[src/rtl/multi_debounce_pkg.sv]
// ============================================================================
// Module   : multi_debounce_pkg
// Brief    : Shared state encoding and default constants for multi_debounce.
// Revision : 1.0 - initial release
// ============================================================================
`default_nettype none

package multi_debounce_pkg;

    typedef enum logic [1:0] {
        ZERO  = 2'b00,
        WAIT1 = 2'b01,
        ONE   = 2'b10,
        WAIT0 = 2'b11
    } db_state_t;

    localparam int c_TICK_W_DEFAULT       = 19;
    localparam int c_STABLE_TICKS_DEFAULT = 3;
    localparam int c_CNT_W                = 4;

endpackage

`default_nettype wire

[src/rtl/multi_debounce_db_channel.sv]
// ============================================================================
// Module   : db_channel
// Brief    : One debounce channel: optional 2-flop synchroniser (DEBOUNCE_SYNC_EN),
//            four-state stability FSM, tick counter and registered edge pulses.
// Revision : 1.0 - initial release
// ============================================================================
`default_nettype none

module db_channel
    import multi_debounce_pkg::*;
#(
    parameter int STABLE_TICKS = c_STABLE_TICKS_DEFAULT
) (
    input  logic clk,
    input  logic rst_n,
    input  logic tick,
    input  logic sw,
    output logic db,
    output logic rise,
    output logic fall
);

    localparam logic [c_CNT_W-1:0] c_CNT_LAST = c_CNT_W'(STABLE_TICKS - 1);

    logic               w_sw;
    db_state_t          r_state;
    db_state_t          w_state_nxt;
    logic [c_CNT_W-1:0] r_cnt;
    logic [c_CNT_W-1:0] w_cnt_nxt;
    logic               r_rise;
    logic               r_fall;
    logic               w_rise_nxt;
    logic               w_fall_nxt;

`ifdef DEBOUNCE_SYNC_EN
    logic r_sync1;
    logic r_sync2;

    always_ff @(posedge clk or negedge rst_n) begin
        if (!rst_n) begin
            r_sync1 <= 1'b0;
            r_sync2 <= 1'b0;
        end else begin
            r_sync1 <= sw;
            r_sync2 <= r_sync1;
        end
    end

    assign w_sw = r_sync2;
`else
    assign w_sw = sw;
`endif

    always_ff @(posedge clk or negedge rst_n) begin
        if (!rst_n) begin
            r_state <= ZERO;
            r_cnt   <= '0;
            r_rise  <= 1'b0;
            r_fall  <= 1'b0;
        end else begin
            r_state <= w_state_nxt;
            r_cnt   <= w_cnt_nxt;
            r_rise  <= w_rise_nxt;
            r_fall  <= w_fall_nxt;
        end
    end

    // An input change always wins over a coincident tick, so the tick is not counted.
    always_comb begin
        w_state_nxt = r_state;
        w_cnt_nxt   = r_cnt;
        w_rise_nxt  = 1'b0;
        w_fall_nxt  = 1'b0;
        case (r_state)
            ZERO: begin
                if (w_sw) begin
                    w_state_nxt = WAIT1;
                    w_cnt_nxt   = '0;
                end
            end
            WAIT1: begin
                if (!w_sw) begin
                    w_state_nxt = ZERO;
                end else if (tick) begin
                    if (r_cnt == c_CNT_LAST) begin
                        w_state_nxt = ONE;
                        w_cnt_nxt   = '0;
                        w_rise_nxt  = 1'b1;
                    end else begin
                        w_cnt_nxt = r_cnt + 1'b1;
                    end
                end
            end
            ONE: begin
                if (!w_sw) begin
                    w_state_nxt = WAIT0;
                    w_cnt_nxt   = '0;
                end
            end
            WAIT0: begin
                if (w_sw) begin
                    w_state_nxt = ONE;
                end else if (tick) begin
                    if (r_cnt == c_CNT_LAST) begin
                        w_state_nxt = ZERO;
                        w_cnt_nxt   = '0;
                        w_fall_nxt  = 1'b1;
                    end else begin
                        w_cnt_nxt = r_cnt + 1'b1;
                    end
                end
            end
            default: begin
                w_state_nxt = ZERO;
                w_cnt_nxt   = '0;
            end
        endcase
    end

    assign db   = (r_state == ONE) || (r_state == WAIT0);
    assign rise = r_rise;
    assign fall = r_fall;

endmodule

`default_nettype wire

[src/rtl/multi_debounce.sv]
// ============================================================================
// Module   : multi_debounce
// Brief    : N_CH independent switch debouncers sharing one free-running sample
//            tick. Define DEBOUNCE_SYNC_EN to add a 2-flop input synchroniser.
// Revision : 1.0 - initial release
// ============================================================================
`default_nettype none

module multi_debounce
    import multi_debounce_pkg::*;
#(
    parameter int N_CH         = 4,
    parameter int TICK_W       = c_TICK_W_DEFAULT,
    parameter int STABLE_TICKS = c_STABLE_TICKS_DEFAULT
) (
    input  logic            clk,
    input  logic            rst_n,
    input  logic [N_CH-1:0] sw,
    output logic [N_CH-1:0] db,
    output logic [N_CH-1:0] rise,
    output logic [N_CH-1:0] fall,
    output logic            tick
);

    logic [TICK_W-1:0] r_q;

    always_ff @(posedge clk or negedge rst_n) begin
        if (!rst_n) begin
            r_q <= '0;
        end else begin
            r_q <= r_q + TICK_W'(1);
        end
    end

    assign tick = (r_q == '0);

    generate
        for (genvar gi = 0; gi < N_CH; gi++) begin : g_ch
            db_channel #(
                .STABLE_TICKS (STABLE_TICKS)
            ) u_ch (
                .clk   (clk),
                .rst_n (rst_n),
                .tick  (tick),
                .sw    (sw[gi]),
                .db    (db[gi]),
                .rise  (rise[gi]),
                .fall  (fall[gi])
            );
        end
    endgenerate

endmodule

`default_nettype wire
[config.mk]
export PLATFORM = sky130hd
export DESIGN_NAME = multi_debounce
export DESIGN_NICKNAME = d
export VERILOG_FILES = /design/src/rtl/multi_debounce_pkg.sv /design/src/rtl/multi_debounce_db_channel.sv /design/src/rtl/multi_debounce.sv
export SDC_FILE = /design/constraint.sdc
export NUM_CORES = 1
export LEC_CHECK = 0
export ABC_AREA = 1
export CORE_ASPECT_RATIO = 0.6
export CORE_MARGIN = 2
export CORE_UTILIZATION = 60
export DETAILED_ROUTE_END_ITERATION = 12
export GPL_ROUTABILITY_DRIVEN = 0
export MAX_ROUTING_LAYER = met4
export PLACE_DENSITY = 0.91
export REMOVE_ABC_BUFFERS = 1
export SLEW_MARGIN = 20
export SYNTH_ARGS = -nofsm -noshare
export SYNTH_HDL_FRONTEND = slang
export SYNTH_HIERARCHICAL = 1
export SYNTH_SLANG_ARGS = --single-unit
[constraint.sdc]
create_clock -name clk -period 3.4 [get_ports clk]
set_input_delay 0.68 -clock clk [delete_from_list [all_inputs] [get_ports clk]]
set_output_delay 0.68 -clock clk [all_outputs]
set_load 0.05 [all_outputs]
==> results.yml <==
setup_path:
  path_max_fanout: 6
  crit_top_cell: "nand2_1"
  cp_data_arrival_time_ns: 2.07
  max_stage_delay_ns: 0.58
  timing.critical_path.buf_inv: 2
  critPathSlowestCell: "nor2_1"
  cp.required_ns: 2.72
  start_kind: "register"
  path_class: "register to primary output"
  critical_path.cell_chain: "inv_1 > ha_1 > nand2_1 > nor3_1 > nand2_1 > nor2_1 > buf_12"
  end_kind: "primary output"
  crit_family: "simple AND/OR/NAND/NOR gates"
power:
  p_leak_nw: 1.516
  p_int_uw: 891.1
  p_switching_uw: 390.4
  power.density_nw_per_um2: 405.8
  peakVddDrop_mv: 0.2409
  power.share.clock_pct: 30.3
  seqPwrFrac_pct: 52.6
  power_mw: 1.282
  comb_power_share_pct: 17.1
  swShare_pct: 30.47
timing:
  period_share_pct: 80.99
  setup_viol: 0
  fin_setup_tns_ns: 0
  fin_crit_ns: 2.754
  slew_headroom_pct: 49.36
  rsz0062_at_grt: "no"
  hold_violations: 0
  drv_slew: 0
  fin_skew_ns: 0.004730
  whs_ns: 0.3458
  timing.fmax_mhz: 363.1
  worst_slew_pin_slew_ns: 0.7568
clock_tree:
  cts_buffer_depth: 2
  cts_setup_buffers: 0
  cts_tree: "built"
  cts_sinks: 51
  cts.root.buffer_cell: "clkbuf_8"
  clock_latency_ns: 0.30
  ctsHoldBuffers: 0
  h-tree-depth: 2
  path_clk_slew_ns: 0.09
  cts_buffers: 5
  cts_resized: 0
yosys:
  syn_area_um2: 2801
  synth_edf_count: 0
  synth_cell_type_count: 26
  syn_area_per_cell_um2: 7.739
  ys_warn_count: 6
  ys_seq_area_share_pct: 45.56
  syn_inst: 362
  synth_flop_cell: "dfrtp_1"
  ys_seq_elements: 51
  async_reset_ff_share_pct: 100.0
layout:
  drive_gt1_share_pct: 15.06
  final_cell_mix: "101 x nand2_1, 51 x inv_1, 51 x dfrtp_1, 32 x nor2_1, 27 x nand3_1"
  fin_nets: 392
  stdcell_count: 448
  multiInputGateArea_um2: 1274
  syn2layout_area_growth_pct: 12.73
  mostFrequentLayoutCell: "nand2_1"
  fillCellCount: 371
  diodes: 0
  regArea_um2: 1276
  design_area_um2: 3158
global_route:
  grt_pass1_wl_mm: 9.818
  grt_max_degree: 29
  grt_overflow_total: 0
  antenna_found_initial: 0
  grt_pass1_vias: 2238
  groute.usage.overall_pct: 24.30
floorplanning:
  die_area_um2: 5250
  core_um2: 4541
  initial_utilization_pct: 61.70
  rows: 19
  fp.dieW_um: 92.22
  die_y_um: 56.93
  num_io_pins: 19
drt:
  dr.pass1.iters: 4
  via_per_inst: 5.163
  route.detailed.drc: 0
  vias: 2313
  wl_per_cell_um: 12.47
  wl_mm: 5.587
  antenna_left: 0
  dr.first_iter.drc_count: 134
flow_run:
  max_cap_viol_count: 0
outcome:
  status: "finished, final reports clean"
placed_design:
  io_buffer_count: 18
  dp_cells: 440
  post_dp_cell_area_um2: 3054
  place_hpwl_mm: 4.262
worst_hold_path:
  hold_class: "primary input to asynchronous set/reset pin"
==> power by group through the flow <==
stage,clock network [mW],logic [mW],registers [mW]
2_1_floorplan,0,0.142,0.694
3_3_place_gp,0,0.210,0.680
3_5_place_dp,0,0.221,0.683
4_1_cts,0.402,0.222,0.672
5_1_grt,0.424,0.249,0.678
6_report,0.388,0.220,0.674
==> flip-flops by register name, indices dropped and copies added (netlist names), named ones only <==
| name | count |
|---|---|
| g_ch.u_ch/r_cnt | 16 |
| g_ch.u_ch/r_state | 4 |
| r_q | 19 |
| g_ch.u_ch/rise | 4 |
| g_ch.u_ch/fall | 4 |
==> final cells by class <==
| cell class | count | area share (%) |
|---|---|---|
| Sequential cell | 51 | 40.41 |
| Multi-Input combinational cell | 246 | 40.33 |
| Inverter | 60 | 7.132 |
| Timing Repair Buffer | 20 | 6.339 |
| Clock buffer | 7 | 3.051 |
| Tap cell | 63 | 2.496 |
| Clock inverter | 1 | 0.2377 |
==> stage by stage <==
stage	utilization, %	worst slack (ns)
global placement	67.26	1.074
CTS	69.55	0.6463
floorplan	-	0.6041
finish	69.55	0.6462
global route	69.55	0.5118
detailed placement	67.26	1.007
==> per-layer routing <==
layer / track usage, % / share of wire, % / routed length (µm) / up-vias
met2: 38.76 / 46 / 2563 / 60
met3: 5.152 / 5.0 / 277 / 9
met1: 32.51 / 48 / 2676 / 1078
met4: 5.970 / 1.2 / 69 / 0
li1: - / - / - / 1166
met5: - / 0 / 0 / -
==> final timing paths <==
check                         from  depth (start not counted)                     to  slack (ns)
min                          rst_n                          1                r_q[10]        0.35
max in group asynchronous    rst_n                          2  g_ch[1].u_ch/r_cnt[0]        2.29
min reg2reg                r_q[18]                          3                r_q[18]        0.54
max                         r_q[0]                          7                   tick        0.65
min in group clk           r_q[18]                          3                r_q[18]        0.54
max reg2reg                 r_q[0]                         13  g_ch[0].u_ch/r_cnt[3]        0.99
==> cells by family (layout without fill, tap and decap cells) <==
family,count (synthesis),in the layout,share of synthesized area [%]
xor+xnor,11,11,3.439
simple gates,204,204,33.81
fa+ha+maj,2,2,0.8931
flops,51,51,45.56
compound gates,29,29,7.325
buf+inv,65,88,8.977
==> synthesized netlist by cell type, types with 5 or more instances <==
library cell,n,area share (%)
nor2_1,32,4.3
nand4_1,11,2.5
inv_2,9,1.2
nand3_1,27,4.8
nand2_1,101,14
nor2_4,5,2.0
nor2_2,8,1.8
xor2_1,10,3.1
dfrtp_1,51,46
nand2_2,11,2.5
o21ai_1,12,2.1
inv_1,51,6.8
(Power assumes the default switching activity.)
